<file path="src/rtl/pcie_rc_pkg.sv">
// ---------------------------------------------------------------------------
// pcie_rc_pkg
// Shared definitions for the root-complex config request path:
//   - controller request-type encodings (cfg0/cfg1, read/write)
//   - RQ descriptor request-type codes and descriptor field positions
//   - requester TX FSM state encodings
//   - RQ tuser bit offsets (512-bit straddle-capable layout)
// ---------------------------------------------------------------------------
package pcie_rc_pkg;

    typedef enum logic [1:0] {
        REQ_CFG0_RD = 2'b00,
        REQ_CFG0_WR = 2'b01,
        REQ_CFG1_RD = 2'b10,
        REQ_CFG1_WR = 2'b11
    } req_type_e;

    localparam logic [3:0] RQ_CFG0_RD = 4'b1000;
    localparam logic [3:0] RQ_CFG0_WR = 4'b1001;
    localparam logic [3:0] RQ_CFG1_RD = 4'b1010;
    localparam logic [3:0] RQ_CFG1_WR = 4'b1011;

    typedef enum logic [1:0] {
        ST_IDLE = 2'd0,
        ST_SEND = 2'd1,
        ST_DONE = 2'd2
    } state_e;

    // Descriptor field LSB positions (tdata[127:0])
    localparam int DESC_ADDR_LSB    = 2;
    localparam int DESC_DWCNT_LSB   = 64;
    localparam int DESC_REQTYPE_LSB = 75;
    localparam int DESC_RID_LSB     = 80;
    localparam int DESC_TAG_LSB     = 96;
    localparam int DESC_CID_LSB     = 104;
    localparam int DESC_RID_EN_BIT  = 120;
    localparam int DESC_PAYLOAD_LSB = 128;

    // tuser bit offsets
    localparam int TUSER_FIRST_BE_LSB = 0;
    localparam int TUSER_IS_SOP_LSB   = 20;
    localparam int TUSER_IS_EOP_LSB   = 26;
    localparam int TUSER_EOP0_PTR_LSB = 28;

    // Request-type code is the controller encoding prefixed with 2'b10.
    function automatic logic [3:0] rq_code(input logic [1:0] req_type);
        return {2'b10, req_type};
    endfunction

    function automatic logic is_write(input logic [1:0] req_type);
        return req_type[0];
    endfunction

endpackage

</file>
<file path="src/rtl/pcie_rq_desc_build.sv">
// ---------------------------------------------------------------------------
// pcie_rq_desc_build
// Combinational formatter: turns one config request into a single-beat RQ
// descriptor (tdata), DW keep mask (tkeep) and sideband (tuser).
// Ports:
//   req_type      in   2            cfg0/cfg1 read/write
//   req_bdf       in   16           completer bus/dev/fn
//   req_reg_addr  in   12           byte address ([11:2] used)
//   req_first_be  in   4            first-DW byte enables
//   req_wdata     in   32           write payload
//   tag           in   8            tag to place in the descriptor
//   tdata         out  C_DATA_WIDTH descriptor + payload
//   tuser         out  TUSER_WIDTH  sideband
//   tkeep         out  KEEP_WIDTH   DW valid mask
// ---------------------------------------------------------------------------
module pcie_rq_desc_build
    import pcie_rc_pkg::*;
#(
    parameter int          C_DATA_WIDTH  = 512,
    parameter int          KEEP_WIDTH    = C_DATA_WIDTH / 32,
    parameter int          TUSER_WIDTH   = 137,
    parameter logic [15:0] RP_BUS_DEV_FN = 16'h0000
) (
    input  logic [1:0]              req_type,
    input  logic [15:0]             req_bdf,
    input  logic [11:0]             req_reg_addr,
    input  logic [3:0]              req_first_be,
    input  logic [31:0]             req_wdata,
    input  logic [7:0]              tag,
    output logic [C_DATA_WIDTH-1:0] tdata,
    output logic [TUSER_WIDTH-1:0]  tuser,
    output logic [KEEP_WIDTH-1:0]   tkeep
);

    // Config addresses are DW aligned; the byte offset bits carry no meaning.
    logic [1:0] unused_addr_bits;
    assign unused_addr_bits = req_reg_addr[1:0];

    // NOTE: every output gets a full default first so no path leaves a bit
    // unassigned and no latch is inferred.
    always_comb begin
        tdata = '0;
        tuser = '0;
        tkeep = '0;

        tdata[DESC_ADDR_LSB +: 10]    = req_reg_addr[11:2];
        tdata[DESC_DWCNT_LSB +: 11]   = 11'd1;
        tdata[DESC_REQTYPE_LSB +: 4]  = rq_code(req_type);
        tdata[DESC_RID_LSB +: 16]     = RP_BUS_DEV_FN;
        tdata[DESC_TAG_LSB +: 8]      = tag;
        tdata[DESC_CID_LSB +: 16]     = req_bdf;
        tdata[DESC_RID_EN_BIT]        = 1'b1;

        // Four descriptor DWs always; writes append the single payload DW.
        tkeep[3:0] = 4'hF;
        if (is_write(req_type)) begin
            tdata[DESC_PAYLOAD_LSB +: 32] = req_wdata;
            tkeep[4]                      = 1'b1;
        end

        tuser[TUSER_FIRST_BE_LSB +: 4] = req_first_be;
        // The 512-bit interface needs explicit SOP/EOP framing; the 256-bit
        // one relies on tlast alone.
        if (C_DATA_WIDTH == 512) begin
            tuser[TUSER_IS_SOP_LSB +: 2]   = 2'b01;
            tuser[TUSER_IS_EOP_LSB +: 2]   = 2'b01;
            tuser[TUSER_EOP0_PTR_LSB +: 4] = is_write(req_type) ? 4'd4 : 4'd3;
        end
    end

endmodule

</file>
<file path="src/rtl/pcie_rq_cfg_tx.sv">
// ---------------------------------------------------------------------------
// pcie_rq_cfg_tx
// Root-complex requester TX engine. Accepts one config request (Type0/Type1,
// read/write) from the enumeration controller and emits it as a single-beat
// RQ descriptor on s_axis_rq, honouring tready. Reports completion of the
// handshake (done/done_tag) or loss of link before acceptance (abort).
// Ports:
//   user_clk / user_reset_n   clock, synchronous active-low reset
//   user_lnk_up               link status from the IP
//   req_*                     request from the controller (valid/ready)
//   s_axis_rq_*               RQ stream to the IP
//   done / done_tag           1-cycle pulse + tag when the IP takes the beat
//   abort                     1-cycle pulse when the link drops mid-send
// ---------------------------------------------------------------------------
module pcie_rq_cfg_tx
    import pcie_rc_pkg::*;
#(
    parameter int          C_DATA_WIDTH                      = 512,
    parameter int          KEEP_WIDTH                        = C_DATA_WIDTH / 32,
    parameter int          TUSER_WIDTH                       = 137,
    parameter int          ATTR_AXISTEN_IF_ENABLE_CLIENT_TAG = 0,
    parameter logic [15:0] RP_BUS_DEV_FN                     = 16'h0000
) (
    input  logic                    user_clk,
    input  logic                    user_reset_n,
    input  logic                    user_lnk_up,
    input  logic                    req_valid,
    output logic                    req_ready,
    input  logic [1:0]              req_type,
    input  logic [15:0]             req_bdf,
    input  logic [11:0]             req_reg_addr,
    input  logic [3:0]              req_first_be,
    input  logic [31:0]             req_wdata,
    input  logic [7:0]              req_tag,
    output logic [C_DATA_WIDTH-1:0] s_axis_rq_tdata,
    output logic [TUSER_WIDTH-1:0]  s_axis_rq_tuser,
    output logic [KEEP_WIDTH-1:0]   s_axis_rq_tkeep,
    output logic                    s_axis_rq_tlast,
    output logic                    s_axis_rq_tvalid,
    input  logic                    s_axis_rq_tready,
    output logic                    done,
    output logic [7:0]              done_tag,
    output logic                    abort
);

    state_e                  state_q, state_d;
    logic [7:0]              tag_cnt_q;
    logic [7:0]              sent_tag_q;
    logic [7:0]              tag_sel;
    logic                    accept;
    logic                    load_beat;
    logic                    tvalid_d;
    logic                    abort_d;
    logic [C_DATA_WIDTH-1:0] tdata_q, tdata_c;
    logic [TUSER_WIDTH-1:0]  tuser_q, tuser_c;
    logic [KEEP_WIDTH-1:0]   tkeep_q, tkeep_c;
    logic                    tvalid_q;
    logic                    abort_q;

    assign tag_sel = (ATTR_AXISTEN_IF_ENABLE_CLIENT_TAG != 0) ? req_tag : tag_cnt_q;

    // Ready is also held low during reset so nothing is offered to the
    // controller before the engine is running.
    assign req_ready = user_reset_n && user_lnk_up && (state_q == ST_IDLE);
    assign accept    = req_valid && req_ready;

    pcie_rq_desc_build #(
        .C_DATA_WIDTH (C_DATA_WIDTH),
        .KEEP_WIDTH   (KEEP_WIDTH),
        .TUSER_WIDTH  (TUSER_WIDTH),
        .RP_BUS_DEV_FN(RP_BUS_DEV_FN)
    ) u_desc_build (
        .req_type    (req_type),
        .req_bdf     (req_bdf),
        .req_reg_addr(req_reg_addr),
        .req_first_be(req_first_be),
        .req_wdata   (req_wdata),
        .tag         (tag_sel),
        .tdata       (tdata_c),
        .tuser       (tuser_c),
        .tkeep       (tkeep_c)
    );

    always_comb begin
        state_d   = state_q;
        load_beat = 1'b0;
        tvalid_d  = tvalid_q;
        abort_d   = 1'b0;
        unique case (state_q)
            ST_IDLE: begin
                if (accept) begin
                    state_d   = ST_SEND;
                    load_beat = 1'b1;
                    tvalid_d  = 1'b1;
                end
            end
            ST_SEND: begin
                // Link loss wins over a same-cycle tready: the IP cannot be
                // trusted to have taken the beat once the link is down.
                if (!user_lnk_up) begin
                    state_d  = ST_IDLE;
                    tvalid_d = 1'b0;
                    abort_d  = 1'b1;
                end else if (s_axis_rq_tready) begin
                    state_d  = ST_DONE;
                    tvalid_d = 1'b0;
                end
            end
            ST_DONE: begin
                state_d = ST_IDLE;
            end
            default: begin
                state_d  = ST_IDLE;
                tvalid_d = 1'b0;
            end
        endcase
    end

    // NOTE: the wide beat registers are cleared on reset because the IP-facing
    // bus must read as zero while the engine is held in reset.
    always_ff @(posedge user_clk) begin
        if (!user_reset_n) begin
            state_q    <= ST_IDLE;
            tag_cnt_q  <= '0;
            sent_tag_q <= '0;
            tdata_q    <= '0;
            tuser_q    <= '0;
            tkeep_q    <= '0;
            tvalid_q   <= 1'b0;
            abort_q    <= 1'b0;
        end else begin
            // NOTE: non-blocking assignments so every register samples the
            // pre-edge values regardless of statement order.
            state_q  <= state_d;
            tvalid_q <= tvalid_d;
            abort_q  <= abort_d;
            if (load_beat) begin
                tdata_q    <= tdata_c;
                tuser_q    <= tuser_c;
                tkeep_q    <= tkeep_c;
                sent_tag_q <= tag_sel;
            end
            // Counter advances only for requests the IP actually took.
            if (state_q == ST_DONE && ATTR_AXISTEN_IF_ENABLE_CLIENT_TAG == 0) begin
                tag_cnt_q <= tag_cnt_q + 8'd1;
            end
        end
    end

    assign s_axis_rq_tdata  = tdata_q;
    assign s_axis_rq_tuser  = tuser_q;
    assign s_axis_rq_tkeep  = tkeep_q;
    assign s_axis_rq_tvalid = tvalid_q;
    assign s_axis_rq_tlast  = tvalid_q;
    assign done             = (state_q == ST_DONE);
    assign done_tag         = (state_q == ST_DONE) ? sent_tag_q : 8'h00;
    assign abort            = abort_q;

endmodule

</file>
<file path="config.mk">
export PLATFORM = sky130hd
export DESIGN_NAME = pcie_rq_cfg_tx
export DESIGN_NICKNAME = d
export VERILOG_FILES = /design/src/rtl/pcie_rc_pkg.sv /design/src/rtl/pcie_rq_desc_build.sv /design/src/rtl/pcie_rq_cfg_tx.sv
export SDC_FILE = /design/constraint.sdc
export NUM_CORES = 1
export LEC_CHECK = 0
export CAP_MARGIN = 20
export CORE_AREA = 2 2 291 293
export DETAILED_ROUTE_END_ITERATION = 16
export DIE_AREA = 0 0 293 295
export SYNTH_ARGS = -nofsm -noshare
export SYNTH_HDL_FRONTEND = slang
export SYNTH_SLANG_ARGS = --single-unit
</file>
<file path="constraint.sdc">
create_clock -name user_clk -period 3.4 [get_ports user_clk]
set_clock_uncertainty 0.05 [all_clocks]
set_input_delay 0.68 -clock user_clk [delete_from_list [all_inputs] [get_ports user_clk]]
set_output_delay 0.68 -clock user_clk [all_outputs]
set_load 0.1 [all_outputs]
</file>
==> results of run 1 <==
## synthesized netlist by cell type (2+ instances only)
cell type  instances  area share (%)
buf_4            596              57
dfxtp_1           86              22
a21oi_1           76             4.8
o21ai_0           75             4.8
nand3_1           41             2.6
nand4_1           34             2.7
clkbuf_1          24             1.1
buf_2             14            0.89
and2_1             8            0.64
nor2_1             6            0.29
nand2_1            5            0.24
inv_1              3            0.14
mux2i_1            3            0.38
buf_6              2            0.29
nand2b_1           2            0.16
nand3b_1           2            0.19
o31ai_1            2            0.19
or4_1              2            0.19
xnor2_1            2            0.22
## path summary, 6_finish.rpt
path	start	to	slack [ps]	depth (start not counted)
worst min-delay path	s_axis_rq_tdata[119]	s_axis_rq_tdata[119]	430	2
worst min register to register	s_axis_rq_tdata[119]	s_axis_rq_tdata[119]	430	2
worst max-delay path	user_lnk_up	req_ready	670	4
worst max register to register	state_q[0]	s_axis_rq_tuser[29]	1140	4
## metal layers
layer  vias up  GRT usage, %  wire, µm
li1       2330             -         -
met1      2338          5.46      8790
met4         2          2.20       446
met2       409          7.92     11200
met5         -             0        13
met3        20          2.01      2210
## kinds of logic (layout without fill, tap and decap cells)
| group | Yosys count | in the layout | share of synthesized area, % |
|---|---|---|---|
| mux | 3 | 3 | 0.382 |
| fa+ha+maj | 1 | 1 | 0.159 |
| simple gates | 107 | 107 | 7.75 |
| flops | 86 | 86 | 21.9 |
| other cells | 1 | 580 | 0.0477 |
| xor+xnor | 2 | 2 | 0.223 |
| buf+inv | 642 | 198 | 59.5 |
| compound gates | 155 | 155 | 10.0 |
## area by class of cell
type                       instances  area [µm²]
clock buffer                      11         243
clock inverter                     5         106
fill                            9698       74300
inverter                           5        25.0
multi-input combinational        848        3650
sequential                        86        1720
tap                             1080        1350
timing repair buffer             177        1710
## report_power, final
part | switching [W] | leakage, nW | internal [W] | total [W]
Combinational | 0.00315 | 3.06 | 0.000143 | 0.00329
Clock | 0.000567 | 0.166 | 0.000742 | 0.00131
Sequential | 0.0000155 | 0.696 | 0.00103 | 0.00104
## stage by stage
stage	utilization [%]	cells
floorplan	-	1576
global placement	10.2	2196
detailed placement	10.2	2196
CTS	10.6	2212
global route	10.6	2212
finish	10.6	2212
## worst max-delay path: cells and delay by family
family	cells	cell delay, ps
and+or+nand+nor	1	140
buffers and inverters	3	1180
## state kept, by name, indices dropped and copies added, names as in the netlist
signal,count
s_axis_rq_tkeep,1
sent_tag_q,7
tag_cnt_q,8
s_axis_rq_tdata,61
s_axis_rq_tlast,1
s_axis_rq_tuser,5
state_q,2
abort,1
==> results_dict.tcl, run 1 <==
set metrics [dict create \
    num_vias 5099 \
    grt_usage_pct 4.83 \
    run_status "completed" \
    dpl-instance-area_um2 8460 \
    dieArea_um2 86400 \
    drv_cap 0 \
    final_common_cell "conb_1" \
    synthFlopType "dfxtp_1" \
    postCtsResizedCells 0 \
    ys_types 33 \
    initial_core_util_pct 9.46 \
    ir_drop_mv 0.261 \
    antenna_found_initial 4 \
    rows 106 \
    arrival_ps 2000 \
    first_pass_iters 4 \
    pre_cts_slack_ps 628 \
    crit_fanout 25 \
    pin_count 757 \
    cts.reportedPaths.clkPinSlew_ps 70 \
    grt-ovfl-total 0 \
    async_flop_share_pct 0 \
    grt_max_degree 75 \
    seq_area_frac_synth_pct 21.9 \
    slowest_delay_ps 580 \
    critPathCaptureType "output port" \
    fin_ws_ps 666 \
    routed_wl_mm 22.6 \
    power_density_nw_per_um2 640 \
    coreArea_um2 83200 \
    power_w 0.00564 \
    finalSetupTns_ps 0 \
    wl_per_cell_um 10.2 \
    layout_common_cells "conb_1, dfxtp_1, buf_4" \
    clk_path_buf_depth 2 \
    nNetsFinal 1207 \
    finalMaxSlewViolations 0 \
    min_period_ps 2730 \
    ys_seq_elements 86 \
    fmax_mhz 366 \
    area_delta_synth_final_pct 12.1 \
    postCtsHoldBufs 0 \
    hold_viol 0 \
    setup_violations 0 \
    synthCells 997 \
    p_leak_nw 3.92 \
    grt_pass1_wl_mm 27.8 \
    dp_hpwl_mm 16.6 \
    slew_headroom_pct 35.3 \
    first_global_vias 3826 \
    fp.dieW_um 293 \
    final_layout_size_suffix_gt1_share_pct 10.3 \
    worstSkewPairLatency_ps 400 \
    start_kind "input pin" \
    h-tree-depth 3 \
    setup.worst_path.class "in2out" \
    remaining_drc_errors 0 \
    avgSynthCellArea_um2 7.89 \
    ant_nets 0 \
    root_buffer "clkbuf_16" \
    synthesis.area_um2 7860 \
    worstMarginPinSlew_ps 968 \
    drtIter0Drc 105 \
    cts_tree "built" \
    hold_slack_ps 426 \
    num_antenna_cells 0 \
    critPathRequiredTime_ps 2670 \
    synth_enable_flop_cells 0 \
    rsz0062_at_grt "false" \
    design_area_um2 8810 \
    cts_buffers 9 \
    die_height_um 295 \
    min_path_type "reg2reg" \
    via_per_inst 2.31 \
    routabilityCongestion 0.643 \
    timing.final.crit_share_pct 80.4 \
    cts_num_sinks 86 \
    cts_setup_buffers 0 \
    port_buffers 166 \
    cp_slowest_cell "clkdlybuf4s50_1" \
    path_cells "clkdlybuf4s50_1 > nand4bb_4 > inv_4 > buf_12" \
    ys_warn_count 0 \
]
Power figures use the tool's default switching activity.
==> inputs of run 2 (changes only) <==
==> constraint.sdc (replaced) <==
create_clock -name user_clk -period 2.86 [get_ports user_clk]
set_clock_uncertainty 0.05 [all_clocks]
set_input_delay 0.572 -clock user_clk [delete_from_list [all_inputs] [get_ports user_clk]]
set_output_delay 0.572 -clock user_clk [all_outputs]
set_load 0.1 [all_outputs]
==> run 2 against run 1 <==
  * Clock power rose by 8%
  * Cell count barely moved
  * Setup slack got worse by 330 ps
  * Critical path type is now reg2out
  * Critical endpoint is now done_tag[2]
  * Largest power group unchanged
==> results_dict.tcl, run 2 (synthesis gave the netlist of run 1 again) <==
set metrics [dict create \
    worstSkewPairLatency_ps 390 \
    finalMaxSlewViolations 0 \
    p_switching_w 0.00439 \
    final_common_cell "conb_1" \
    fmax_mhz 397 \
    power_frac_clock_pct 21.6 \
    grt_max_degree 75 \
    min_path_type "reg2reg" \
    arrival_ps 1900 \
    wl_per_cell_um 10.2 \
    drv_cap 0 \
    met1_usage_pct 5.59 \
    grt_usage_pct 4.74 \
    via_per_inst 2.35 \
    remaining_drc_errors 0 \
    largest_reg_flops 61 \
    p_int_w 0.00218 \
    use_met2_pct 7.54 \
    coreArea_um2 83200 \
    worstMarginPinSlew_ps 595 \
    final_layout_size_suffix_gt1_share_pct 11.7 \
    rows 106 \
    cp_slowest_cell "dfxtp_1" \
    fp.dieW_um 293 \
    dpl-instance-area_um2 8440 \
    cts_buffers 9 \
    min_period_ps 2520 \
    run_status "completed" \
    hold_viol 0 \
    cts.reportedPaths.clkPinSlew_ps 70 \
    initial_core_util_pct 9.46 \
    grt-ovfl-total 0 \
    grt_pass1_wl_mm 27.6 \
    critPathCaptureType "output port" \
    first_global_vias 3831 \
    finalSetupTns_ps 0 \
    grt_busiest_layer "met2" \
    pin_count 757 \
    h-tree-depth 3 \
    design_area_um2 8770 \
    switching_share_pct 66.8 \
    dp_hpwl_mm 16.3 \
    postCtsHoldBufs 0 \
    slowest_delay_ps 650 \
    cts_tree "built" \
    p_seq_share_pct 18.9 \
    start_kind "flip-flop" \
    clk_path_buf_depth 2 \
    ir_drop_mv 0.331 \
    slew_headroom_pct 60.3 \
    cts_num_sinks 86 \
    nNetsFinal 1209 \
    first_pass_iters 5 \
    root_buffer "clkbuf_16" \
    die_height_um 295 \
    antenna_found_initial 8 \
    drtIter0Drc 197 \
    postCtsResizedCells 0 \
    p_leak_nw 3.95 \
    grtUsageMet3_pct 1.86 \
    num_vias 5194 \
    power_frac_comb_pct 59.6 \
    crit_fanout 8 \
    dieArea_um2 86400 \
    routed_wl_mm 22.5 \
    setup_violations 0 \
    setup.worst_path.class "reg2out" \
    ant_nets 0 \
    routabilityCongestion 0.657 \
    path_cells "nor2b_1 > buf_4 > and2_1 > buf_12" \
    timing.final.crit_share_pct 88.1 \
    power_w 0.00657 \
    port_buffers 166 \
    critPathRequiredTime_ps 2240 \
    area_delta_synth_final_pct 11.5 \
    hold_slack_ps 422 \
    power_density_nw_per_um2 749 \
    layout_common_cells "conb_1, buf_4, dfxtp_1" \
    rsz0062_at_grt "false" \
    cts_setup_buffers 0 \
]
## run 2: final timing paths
| kind | startpoint | end | slack (ps) | cells past startpoint |
|---|---|---|---|---|
| setup / recovery | state_q[1] | done_tag[2] | 340 | 4 |
| hold / removal | s_axis_rq_tdata[144] | s_axis_rq_tdata[144] | 420 | 2 |
| setup reg to reg | state_q[1] | s_axis_rq_tuser[29] | 1060 | 4 |
| hold reg to reg | s_axis_rq_tdata[144] | s_axis_rq_tdata[144] | 420 | 2 |
## run 2: through the flow
step | std cells | setup slack [ps] | utilization (%)
4_1_cts | 2213 | 252 | 10.5
3_3_place_gp | 2198 | 578 | 10.2
3_5_place_dp | 2198 | 562 | 10.2
6_report | 2214 | 339 | 10.5
5_1_grt | 2213 | 152 | 10.5
2_1_floorplan | 1576 | 266 | -
## run 2: worst max-delay path, delay by kind of cell, from the launching register on
| kind | cells | cell delay, ps |
|---|---|---|
| simple gates | 2 | 450 |
| buf+inv | 2 | 400 |
| flops | 1 | 650 |
## run 2: layer usage
layer	vias to the layer above	wire, µm
met5	-	27
met4	4	456
met3	20	2160
met2	437	10900
met1	2403	8970
li1	2330	-
## run 2: layout make-up
| cell class | count | area [µm²] |
|---|---|---|
| fill | 9654 | 74400 |
| multi-input combinational | 848 | 3650 |
| sequential | 86 | 1720 |
| timing repair buffer | 179 | 1690 |
| tap | 1080 | 1350 |
| clock buffer | 10 | 239 |
| clock inverter | 5 | 83.8 |
| inverter | 5 | 25.0 |
| antenna | 1 | 2.50 |
## run 2: power groups by stage
stage / registers (W) / clock network, W / logic (W)
after CTS: 0.00124 / 0.00155 / 0.00391
after floorplan: 0.00145 / 0 / 0.00411
after detailed placement: 0.00127 / 0 / 0.00391
final: 0.00124 / 0.00142 / 0.00391
after global routing: 0.00125 / 0.00158 / 0.00399
after global placement: 0.00127 / 0 / 0.00390
==> inputs of run 3 (changes only) <==
--- a/config.mk
+++ b/config.mk
@@ -9,6 +9,7 @@
 export CORE_AREA = 2 2 291 293
 export DETAILED_ROUTE_END_ITERATION = 16
 export DIE_AREA = 0 0 293 295
+export SLEW_MARGIN = 5
 export SYNTH_ARGS = -nofsm -noshare
 export SYNTH_HDL_FRONTEND = slang
 export SYNTH_SLANG_ARGS = --single-unit
==> results of run 3 <==
No change in the layout: final DEF, timing and power equal those of run 2.
==> RTL change: new RTL, flow settings as in run 3 <==
Change the parameter `ATTR_AXISTEN_IF_ENABLE_CLIENT_TAG` from 0 to 1.
--- a/src/rtl/pcie_rq_cfg_tx.sv
+++ b/src/rtl/pcie_rq_cfg_tx.sv
@@ -19,5 +19,5 @@
     parameter int          KEEP_WIDTH                        = C_DATA_WIDTH / 32,
     parameter int          TUSER_WIDTH                       = 137,
-    parameter int          ATTR_AXISTEN_IF_ENABLE_CLIENT_TAG = 0,
+    parameter int          ATTR_AXISTEN_IF_ENABLE_CLIENT_TAG = 1,
     parameter logic [15:0] RP_BUS_DEV_FN                     = 16'h0000
 ) (
Function: changed (Yosys sat finds a counterexample within 4 cycles, from zero or initial values and one cycle with user_reset_n low).
==> RTL change against run 3 <==
  * Worst setup slack improved by 0.21 ns
  * Power hardly changed
  * Critical path depth is 1 lower
  * Utilization fell by 0.48 points
  * Sequential cell count shrank 8
  * Final area decreased by 4.6%
  * Worst hold slack worse by 0.021 ns
  * Clock power fell by 6%
  * Maximum frequency up 9.0%
  * Routed wire length decreased by 12%
  * Sequential share of layout area decreased by 0.97 points
  * Area after synthesis is 5.7% lower
  * Synthesized cell count is 5.2% lower
  * Critical path type is now in -> out
  * Largest cell class unchanged
  * Largest power group unchanged
==> RTL change: results (changes against run 3) <==
outcome=complete, no violations; pre-CTS setup slack=0.514 ns (-0.0480 ns); Arr. time, crit path=1.69 ns (-0.21 ns); number of DRC markers in iteration 0=97 (-51%); number of nets in the layout=1172 (-3.1%); CP Max Fanout=5 (-3); r2r startpoint=state_q[0]; vias in the first global route=3453 (-9.9%); LEAKAGE=3.88 nW (-1.7%); number of antenna violations at the first check in global routing=4 (-4); asr flop ratio synth=0% (unchanged); first-pass GRT wire length=24200 microns (-12%); Comb pwr share=62.1% (+2.5 points); Total GRT Usage=4.21% (-0.54 points); distinct cell type count after synthesis=25 (-24%); most common flop cell mapped by yosys=dfxtp_1; CTS Buffer Depth=2 (unchanged); Hold Crit Endpoint=s_axis_rq_tdata[158]; wire length per cell=9.06 microns (-11%); Max IR drop VDD=0.359 mV (+8.6%); worst r2r dst=s_axis_rq_tdata[139]; Max-slew headroom=49.9% (-10 points); Via Count=4632 (-11%); post-synthesis sequential area ratio=21.1% (-0.84 points); I/O Buffers=174 (+4.8%); Sw Ratio=68.6% (+1.8 points); Fin Hold WS=0.401 ns (-0.0213 ns); deepest level of the CTS H-tree=3 (unchanged); post-CTS sizing=0 (unchanged); Post-synth top cells=buf_4, dfxtp_1, nand2_1; layout cell share with drive strength beyond 1=12.0% (+0.28 points); ranking of synthesized cells by area=buf_4, dfxtp_1, o21ai_0; hold_sp=s_axis_rq_tdata[158]; largest net degree at the start of global routing=85 (+13%); RePlAce Congestion=0.663 (+0.93%); dpl hpwl=15500 microns (-4.7%); Tcrit/Tclk final=80.8% (-7.3 points); DR pass1 iterations=4 (-1); FF-to-FF setup slack=1.25 ns (+0.19 ns)
[RTL change: cells by family after synthesis]
| logic type | count (synthesis) | share of synthesized area, % |
|---|---|---|
| buffers and inverters | 628 | 62.5 |
| multiplexers | 7 | 0.945 |
| AO/OA/AOI/OAI | 70 | 4.89 |
| AND/OR/NAND/NOR | 161 | 10.5 |
| other | 1 | 0.0506 |
| flip-flops | 78 | 21.1 |
[RTL change: worst max-delay path by stage]
stage	endpoint	cells past startpoint	start
2_1_floorplan	done_tag[0]	1	sent_tag_q[0]
3_3_place_gp	req_ready	3	user_lnk_up
3_5_place_dp	req_ready	3	user_lnk_up
4_1_cts	req_ready	3	user_lnk_up
5_1_grt	req_ready	3	user_lnk_up
6_report	req_ready	3	user_lnk_up
[RTL change: power groups by stage]
stage	clock [mW]	sequential [mW]	combinational (mW)
detailed placement	0	1.19	4.08
CTS	1.43	1.16	4.08
finish	1.33	1.16	4.08
floorplan	0	1.51	4.10
global placement	0	1.19	4.08
global route	1.46	1.17	4.17
[RTL change: critical path, stage by stage]
cell	delay, ns
clkdlybuf4s50_1	0.52
and4bb_4	0.38
buf_12	0.20
[RTL change: per-stage QoR]
step                cell area [sq um]  power [mW]  instances
floorplan                        9590        5.62       1524
global placement                 8060        5.26       2162
detailed placement               8060        5.26       2162
CTS                              8370        6.68       2178
global route                     8370        6.80       2178
finish                           8370        6.57       2179
[RTL change: cell type report]
type	count	area, sq um
diodes	1	2.50
clock buffers	11	253
clock inverters	5	57.6
fillers	9676	74800
multi-input cells	818	3390
flip-flops and latches	78	1560
well taps	1080	1350
repair buffers	186	1750
[RTL change: per-layer routing]
metal / wire [microns] / vias up / GRT usage, % / part of all wire (%)
met2: 10400 / 439 / 7.52 / 53
met1: 6110 / 2057 / 3.86 / 31
li1: - / 2114 / - / -
met5: 9 / - / 0 / 0.046
met3: 2560 / 20 / 1.92 / 13
met4: 622 / 2 / 2.74 / 3.2
